`src/rtl/clkgen_ctrl.sv`:
```
// clkgen_ctrl: runtime-programmable, glitch-free square-wave generator.
// A half-period divisor and a run/stop command arrive over a valid/ready
// handshake; clkout only starts, retunes or stops on half-period boundaries.
// Optional feature macro CLKGEN_BURST_EN adds the cfg_burst port and a
// rise counter so a run can stop itself after N rising edges.
module clkgen_ctrl #(
    parameter int          CNT_W        = 32,
    parameter int unsigned DEFAULT_HALF = 4999
) (
    input  logic             clkin,
    input  logic             rst_n,
    input  logic             cfg_valid,
    output logic             cfg_ready,
    input  logic [CNT_W-1:0] cfg_half,
    input  logic             cfg_run,
`ifdef CLKGEN_BURST_EN
    input  logic [15:0]      cfg_burst,
`endif
    output logic             clkout,
    output logic             rise_tick,
    output logic             fall_tick,
    output logic             busy,
    output logic             done
);

    typedef enum logic [1:0] {
        ST_STOP  = 2'd0,
        ST_RUN   = 2'd1,
        ST_DRAIN = 2'd2
    } state_t;

    state_t           state_q, state_d;
    logic [CNT_W-1:0] cnt_q, cnt_d;
    logic [CNT_W-1:0] half_q, half_d;

    // Shadow holds one pending request while running; applied at a boundary.
    logic             sh_vld_q, sh_vld_d;
    logic [CNT_W-1:0] sh_half_q, sh_half_d;
    logic             sh_run_q, sh_run_d;

    logic             clkout_q, clkout_d;
    logic             rise_q, rise_d;
    logic             fall_q, fall_d;
    logic             done_q, done_d;

    logic             boundary;
    logic             accept;
    logic             stop_now;

`ifdef CLKGEN_BURST_EN
    logic [15:0]      brem_q, brem_d;
    logic [15:0]      sh_burst_q, sh_burst_d;
    logic [15:0]      burst_eff;
`endif

    // Handshake: free in STOP, in RUN only while the shadow is empty.
    assign cfg_ready = (state_q == ST_STOP) || ((state_q == ST_RUN) && !sh_vld_q);
    assign accept    = cfg_valid && cfg_ready;

    // A half-phase ends when the counter reaches the divisor (unsigned, so a
    // divisor lowered below the running count still ends the phase at once).
    assign boundary  = (state_q != ST_STOP) && (cnt_q >= half_q);

    // Next-state, counter, shadow and output computation.
    always_comb begin
        state_d    = state_q;
        cnt_d      = cnt_q;
        half_d     = half_q;
        sh_vld_d   = sh_vld_q;
        sh_half_d  = sh_half_q;
        sh_run_d   = sh_run_q;
        clkout_d   = clkout_q;
        rise_d     = 1'b0;
        fall_d     = 1'b0;
        done_d     = 1'b0;
        stop_now   = 1'b0;
`ifdef CLKGEN_BURST_EN
        brem_d     = brem_q;
        sh_burst_d = sh_burst_q;
        burst_eff  = brem_q;
`endif

        if (state_q != ST_STOP) begin
            cnt_d = boundary ? '0 : cnt_q + CNT_W'(1);
        end

        case (state_q)
            ST_STOP: begin
                // Divisor is written directly; a run command starts a fresh phase.
                if (accept) begin
                    half_d = cfg_half;
                    if (cfg_run) begin
                        state_d = ST_RUN;
                        cnt_d   = '0;
`ifdef CLKGEN_BURST_EN
                        brem_d  = cfg_burst;
`endif
                    end
                end
            end

            ST_RUN: begin
                if (boundary) begin
                    // Pending request takes effect for the phase that starts now.
                    if (sh_vld_q) begin
                        half_d   = sh_half_q;
                        sh_vld_d = 1'b0;
                        stop_now = !sh_run_q;
`ifdef CLKGEN_BURST_EN
                        burst_eff = sh_burst_q;
`endif
                    end
                    if (!stop_now) begin
                        clkout_d = !clkout_q;
                        rise_d   = !clkout_q;
                        fall_d   = clkout_q;
`ifdef CLKGEN_BURST_EN
                        // Count this rise against the burst; the last one drains.
                        brem_d = burst_eff;
                        if (!clkout_q && (burst_eff != 16'd0)) begin
                            brem_d = burst_eff - 16'd1;
                            if (burst_eff == 16'd1) begin
                                state_d = ST_DRAIN;
                            end
                        end
`endif
                    end
                end
                // Requests landing on a boundary edge wait for the next boundary.
                if (accept) begin
                    sh_vld_d  = 1'b1;
                    sh_half_d = cfg_half;
                    sh_run_d  = cfg_run;
`ifdef CLKGEN_BURST_EN
                    sh_burst_d = cfg_burst;
`endif
                end
            end

            ST_DRAIN: begin
                stop_now = boundary;
            end

            default: begin
                state_d = ST_STOP;
            end
        endcase

        // Stop at a boundary: a high clkout falls normally, a low one stays low.
        if (stop_now) begin
            state_d  = ST_STOP;
            clkout_d = 1'b0;
            fall_d   = clkout_q;
            done_d   = 1'b1;
            sh_vld_d = 1'b0;
            cnt_d    = '0;
`ifdef CLKGEN_BURST_EN
            brem_d   = '0;
`endif
        end
    end

    // State, datapath and registered outputs; reset clears everything at once.
    always_ff @(posedge clkin or negedge rst_n) begin
        if (!rst_n) begin
            state_q    <= ST_STOP;
            cnt_q      <= '0;
            half_q     <= CNT_W'(DEFAULT_HALF);
            sh_vld_q   <= 1'b0;
            sh_half_q  <= '0;
            sh_run_q   <= 1'b0;
            clkout_q   <= 1'b0;
            rise_q     <= 1'b0;
            fall_q     <= 1'b0;
            done_q     <= 1'b0;
`ifdef CLKGEN_BURST_EN
            brem_q     <= '0;
            sh_burst_q <= '0;
`endif
        end else begin
            state_q    <= state_d;
            cnt_q      <= cnt_d;
            half_q     <= half_d;
            sh_vld_q   <= sh_vld_d;
            sh_half_q  <= sh_half_d;
            sh_run_q   <= sh_run_d;
            clkout_q   <= clkout_d;
            rise_q     <= rise_d;
            fall_q     <= fall_d;
            done_q     <= done_d;
`ifdef CLKGEN_BURST_EN
            brem_q     <= brem_d;
            sh_burst_q <= sh_burst_d;
`endif
        end
    end

    assign clkout    = clkout_q;
    assign rise_tick = rise_q;
    assign fall_tick = fall_q;
    assign done      = done_q;
    assign busy      = (state_q != ST_STOP);

endmodule

```
`config.mk`:
```
export PLATFORM = sky130hd
export DESIGN_NAME = clkgen_ctrl
export DESIGN_NICKNAME = d
export VERILOG_FILES = /design/src/rtl/clkgen_ctrl.sv
export SDC_FILE = /design/constraint.sdc
export NUM_CORES = 1
export LEC_CHECK = 0
export CORE_MARGIN = 4
export CORE_UTILIZATION = 45
export DETAILED_ROUTE_END_ITERATION = 10
export GPL_TIMING_DRIVEN = 1
export REMOVE_ABC_BUFFERS = 1
export SLEW_MARGIN = 30
export SYNTH_ARGS = -nofsm -noshare
export SYNTH_HDL_FRONTEND = slang
export SYNTH_SLANG_ARGS = --single-unit
```
`constraint.sdc`:
```
create_clock -name clkin -period 5.09 [get_ports clkin]
set_input_delay 1.2725 -clock clkin [delete_from_list [all_inputs] [get_ports clkin]]
set_output_delay 1.2725 -clock clkin [all_outputs]
set_load 0.05 [all_outputs]
```
# Word level (Yosys, flattened, before mapping)
# Cells that the tools add are included.
# totals
in_bits	36
reg_bits	104
word_cells	75
# op_classes
addsub	1
muxes	35
n_reduce_logical	19
eq_ne	9
n_lt_le_gt_ge	1
# ops
op	count
32-bit two-way mux	9
32-bit case mux with 2 select lines	1
32-bit by 1-bit adder with 32-bit output, second input constant	1
32-bit greater-or-equal comparator	1
1-bit two-way mux	20
2-bit inequality test, second input constant	4
2-bit nonzero test	4
2-bit two-way mux	3
3-bit inequality test, second input constant	2
3-bit AND reduction	2
2-bit case mux with 2 select lines	1
2-bit AND reduction	2
4-bit AND reduction	1
1-bit logical AND	3
1-bit zero test	3
3-bit nonzero test	1
2-bit by 1-bit == test with 1-bit output, second input constant	1
2-bit == test, second input constant	1
2-bit zero test	1
2-bit by 1-bit inequality test with 1-bit output, second input constant	1
1-bit case mux with 2 select lines	1
2-bit OR reduction	1
1-bit logical OR	1

# Longest topological paths before layout
# logic_depth
depth_word	8
mapped_depth	10

# Worst setup path after synthesis
# OpenSTA, ideal clock, no wires.
# synth_timing
path_kind	input -> register
start	in cfg_valid
end	reg sh_half_q[10]
cell_stages	5
arrival_time_ns	2.346
setup_time_ns	0.125
slack_ns	2.619
required_time_ns	4.965
path_buffers	2
cell_sequence	inv_1 or3_1 clkbuf_1 clkbuf_1 mux2_2
# synth_via
elab_chain_len	2
# synth_rtl
item	line	text
from (decl)	12	input logic cfg_valid,
1-bit logical AND	58	assign accept = cfg_valid && cfg_ready;
2-bit AND reduction (no line)	-	
to (signal assigned)	185	sh_half_q <= sh_half_d;
to (decl)	38	logic [CNT_W-1:0] sh_half_q, sh_half_d;
# Every way passes these cells.
# A chain may end at the register's enable or synchronous reset.

# Final worst setup path
# layout_timing
start	reg state_q[0]
end	out cfg_ready
# layout_via
elab_chain_len	3
word_cells_on_any_way	4
# layout_rtl
item	line	text
from (decl)	32	state_t state_q, state_d;
from (signal assigned)	181	state_q <= state_d;
2-bit by 1-bit == test with 1-bit output	57	assign cfg_ready = (state_q == ST_STOP) || ((state_q == ST_RUN) && !sh_vld_q);
1-bit logical AND	57	
1-bit logical OR *	57	
to (decl)	13	output logic cfg_ready,
# Mark *: on every way between the ends. The rest lies on a longest branch, timed or not.

==> metrics <==
core box area=about 0.012 sq mm; vias in the first global route=approximately 3400; f_max=0.3020 GHz; initial antenna violation count=0; min Tclk post-route=3.311 ns; Min-Delay Path Class=flip-flop to flip-flop; post-DR vias/cell=5.239; CP max stage cell=clkdlybuf4s50_1; WL final=9631 um; async set-reset flop share out of synthesis=100.0%; Max VDD drop=0.2775 mV; reg2reg start=half_q[7]; clock skew=around 0.0086 ns; Slew HR=a little over two fifths; CTS tree=done; clock slew at reported path FFs=0.07 ns; DR top layer=met4; row count=39; Root Driver=clkbuf_16; DRT antenna net count=0; Final nets=roughly 570; critical path arrival=around 2.0 ns; Slew @ Worst Pin=0.8536 ns; DRC=0; later-pin clock latency in the skew report=roughly 0.35 ns; GRT Residual Overflow=0; Ports=42; Initial Util=46.19%; worst hold path depth=2; reg-to-reg slack, setup=around 2.1 ns; Netlist Area Pre-Place=0.005319 sq mm; I/O Buffers=41; Placed Cells=632; Hold EP=half_q[12]; sequential area share after synthesis=48.62%; Final Instance Count excl. Fillers=between 600 and 700; WL met1=between 4000 and 5000 um; Mapped Cells=459; data required time of the worst path=about 3.8 ns; critical-path maximum fanout=18; library cells used by synthesis=40; CP peak stage delay=0.77 ns; yosys warns=0; critical path class=flip-flop to output pin; clock sink count=103; via count=about 3400; RSZ-0062 raised after global routing=no; cts hold-fix bufs=0; Slew Viols, Final=0; final hold vios=0; clock buffer depth=2; DRT Pass-1 Iters=4; syn avg cell area=around 12 sq um; Max Cap Violations=0; pwr/cell area=between 500 and 600 mW/mm^2; initial drt markers=~150; die width=116.7 um; most common cell after layout, fill and taps aside=dfrtp_1; Final GP Congestion=around 0.8; Min-Delay Startpoint=half_q[12]; top-area cell type share of the netlist area=about 45%; leading cell types in the layout, fill and taps excluded=95 x dfrtp_1, 62 x mux2i_1, 40 x clkdlybuf4s50_1; share of cells above drive strength 1=a little over an eighth; Ant. Diodes=0; Synth area leader=dfrtp_1; Power, Total=3.291 mW; Final setup viols=0; first-pass GRT wire length=between 15000 and 20000 um; Worst setup SP type=flip-flop; P&R area growth vs syn=15.36%; CP endpoint kind=output pin; wire per inst=14.86 um; ys flop type=dfrtp_1; EDFF count, synth=0; accumulated negative setup slack=0 ns; reg2reg end=half_q[0]; Pleak=approximately 3.2 nW; crit path cell chain=nand2_1, clkdlybuf4s50_1; H-tree Lvls=3; flops & latches, synth=just over 100; Tcrit/Tclk final=between 60% and 70%; status=completed; met2 wire len=4595 um; WL met3=approximately 320 um; Global Route Usage Sum=15.29%; largest net degree at the start of global routing=between 80 and 90; Post-CTS Setup Inserts=0; Post-CTS Resized=0; Num CTS Buffers=9; Die Ht=between 100 and 150 um; worst hold slack=approximately 0.5 ns; hpwl dp=between 6000 and 7000 um; Synth area leaders=dfrtp_1 45%, mux2i_1 12%, ha_1 7.8%; filler cell count=1056; Worst R2R Path Depth=8; Die ar.=~0.014 sq mm
==> power by group <==
| group | total, mW | switching (mW) | internal, mW |
|---|---|---|---|
| logic | 1.29 | 0.676 | 0.615 |
| clock network | 0.646 | 0.287 | 0.359 |
| registers | 1.35 | 0.187 | 1.17 |
| total | 3.29 | 1.15 | 2.14 |
==> flip-flops by register name (all words and copies together) (netlist names) <==
register and flops:
half_q 32, sh_vld_q 1, sh_half_q 32, fall_tick 1
sh_run_q 1, done 1, cnt_q 32, clkout 1
state_q 1, rise_tick 1
==> cell type report <==
class,instances,area [sq um],share of cell area (%)
inverter,37,138.9,2.263
timing repair buffer,45,441.7,7.198
tap,143,178.9,2.916
sequential,103,2587,42.17
multi-input combinational,304,2516,41.01
clock inverter,1,5.005,0.08157
clock buffer,15,267.8,4.364
==> synth_stat cells, drive strengths merged (5+ instances only) <==
| library cell | number |
|---|---|
| a21oi | 13 |
| mux2i | 62 |
| buf | 8 |
| dfrtp | 96 |
| xnor2 | 5 |
| clkbuf | 7 |
| nor2 | 36 |
| inv | 37 |
| nand4 | 16 |
| o21ai | 7 |
| nor3 | 6 |
| mux2 | 36 |
| nand2 | 20 |
| nand3 | 10 |
| and3 | 8 |
| xor2 | 25 |
| dfstp | 7 |
| ha | 33 |
==> metal layers <==
layer,GRT usage [%],vias up
met5,0,-
met4,3.899,0
met3,4.456,7
met2,25.14,40
met1,19.92,1659
li1,-,1689
==> worst max path at each step <==
stage,from,endpoint,slack (ns),cells after the start
after floorplan,state_q[0],half_q[0],1.02,4
after global placement,cfg_valid,sh_half_q[12],1.73,5
after detailed placement,cfg_valid,sh_half_q[12],1.71,5
after CTS,state_q[0],cfg_ready,1.75,2
after global routing,state_q[0],cfg_ready,1.69,2
final,state_q[0],cfg_ready,1.78,2
==> logic make-up after synthesis <==
| family | synth area share (%) |
|---|---|
| AND/OR/NAND/NOR | 10.05 |
| buffers and inverters | 4.305 |
| multiplexers | 19.29 |
| AO/OA/AOI/OAI | 5.034 |
| flip-flops | 48.62 |
| adder cells (fa/ha/maj) | 7.763 |
| XOR/XNOR | 4.940 |
==> stage by stage <==
stage	cell area (sq um)	setup WS, ns	utilization [%]
2_1_floorplan	5229	1.017	-
3_3_place_gp	5851	1.730	50.80
3_5_place_dp	5863	1.706	50.91
4_1_cts	6136	1.753	53.28
5_1_grt	6136	1.689	53.28
6_report	6136	1.779	53.28
==> worst max-delay path, delay by kind of cell (launching register included) <==
kind,cells,cell delay [ns]
and+or+nand+nor,1,0.26
buffers and inverters,1,0.77
DFF,1,0.67
Note: power is estimated with default switching activity, not from simulation.
==> patch (config.mk and constraints unchanged) <==
The parameter `CNT_W` goes from 32 to 16.
--- a/src/rtl/clkgen_ctrl.sv
+++ b/src/rtl/clkgen_ctrl.sv
@@ -5,5 +5,5 @@
 // rise counter so a run can stop itself after N rising edges.
 module clkgen_ctrl #(
-    parameter int          CNT_W        = 32,
+    parameter int          CNT_W        = 16,
     parameter int unsigned DEFAULT_HALF = 4999
 ) (
Ports: changed (resized cfg_half); port bits go from 42 to 26. The function was not compared with the original's and may differ.
==> patch against the unedited design <==
Total power is 45% lower; synthesized area shrank 44%; non-clock buffer count down 19; routed wire length fell by 40%; critical path depth unchanged; largest cell class is now multi-input gates; cell area decreased by 45%; worst setup slack worse by 0.14 ns; count of clock-buffer cells in the layout shrank 8; sequential cell count decreased by 48; synthesized cell count shrank 38%.
==> patch: results (changes against the unedited design) <==
- Worst Setup Slack post-DPL: 1.97 ns (+0.264 ns)
- Final #Nets: 344 (-40%)
- Wire length of the first global-routing pass: 9810 microns (-40%)
- Distinct cells, synth: 37 (-7.5%)
- Total routing usage reported by global routing: 15.8% (+0.55 points)
- Final clock skew: 0.0122 ns (+0.00358 ns)
- Power attributed to the clock group: 0.256 mW (-60%)
- Die W: 89.0 microns (-24%)
- Non-clock buffer count in the final layout: 26 (-42%)
- Later-pin clock latency in the skew report: 0.31 ns (-0.04 ns)
- Half-perimeter wire length after detailed placement: 3900 microns (-42%)
- Number of fillers in the final layout: 581 (-45%)
- M1 WL: 2910 microns (-37%)
- Non-clock buffer contribution to total cell area: 7.54% (+0.34 points)
- Met2 track demand over resource in global routing: 23.4% (-1.7 points)
- Final sequential cell count: 55 (-47%)
- Max-Slew Margin vs Limit: 40.2% (-2.4 points)
- Clock-pin slew on the worst setup and hold paths: 0.10 ns (+0.03 ns)
- Routed via count: 2150 (-37%)
- Largest registers ranked by flip-flop count: cnt_q (16), half_q (16), sh_half_q (16)
- Root cell of the clock tree: clkbuf_8
- Placed Instance Area: 3260 sq um (-44%)
- Sequential logic power: 0.812 mW (-40%)
- Run status: completed
- Met2 WL post-DR: 2530 microns (-45%)
- Fraction of area in registers: 41.3% (-0.86 points)
- Quantity of I/O buffers inserted on ports: 25 (-39%)
- Last weighted congestion value of the routability-driven placer: 0.837 (+6.6%)
- Final-layout clock-cell area share: 2.84% (-1.6 points)
- Static Leakage: 1.45 nW (-55%)
- Multi-input combinational area share: 43.4% (+2.4 points)
- Number of cells after detailed placement: 377 (-40%)
- Met3 Resource Use GR: 3.32% (-1.1 points)
- Switch share: 37.1% (+2.1 points)
- Layout cell share with drive strength beyond 1: 14.3% (+0.82 points)
- Sequential standard cell area: 1390 sq um (-46%)
- Vias in the first global route: 2001 (-41%)
- CP max stage delay: 0.88 ns (+0.11 ns)
- Leading post-synthesis cells by instance count: dfrtp_1 (48), nor2_1 (26), inv_1 (18), mux2_2 (18), o21ai_0 (18)
- Internal power: 1.13 mW (-47%)
- Routed wire length: 5740 microns (-40%)
## patch: cell types whose count changed after synthesis, sizes merged, moves of 18 or more
cell   change
inv       -19
mux2i     -62
xor2      -20
mux2      -18
dfrtp     -48
## patch: logic make-up (layout without fill, tap and decap cells)
group,Yosys count,after routing,share of synthesized area [%]
muxes,18,18,6.86
buffers and inverters,29,52,4.07
adders and majority gates,17,17,7.20
AOI/OAI and AO/OA,52,52,13.9
xor gates and xnor gates,13,13,3.85
and+or+nand+nor,101,101,17.3
DFF,55,55,46.9
## patch: final timing paths
kind	start	endpoint	slack, ns	depth (start not counted)
max reg2reg	half_q[12]	clkout	2.43	7
min in group asynchronous	rst_n	rise_tick	1.08	2
min	sh_run_q	done	0.47	1
max	state_q[0]	cfg_ready	1.64	2
min reg2reg	sh_run_q	done	0.47	1
max in group asynchronous	rst_n	cnt_q[8]	3.54	2
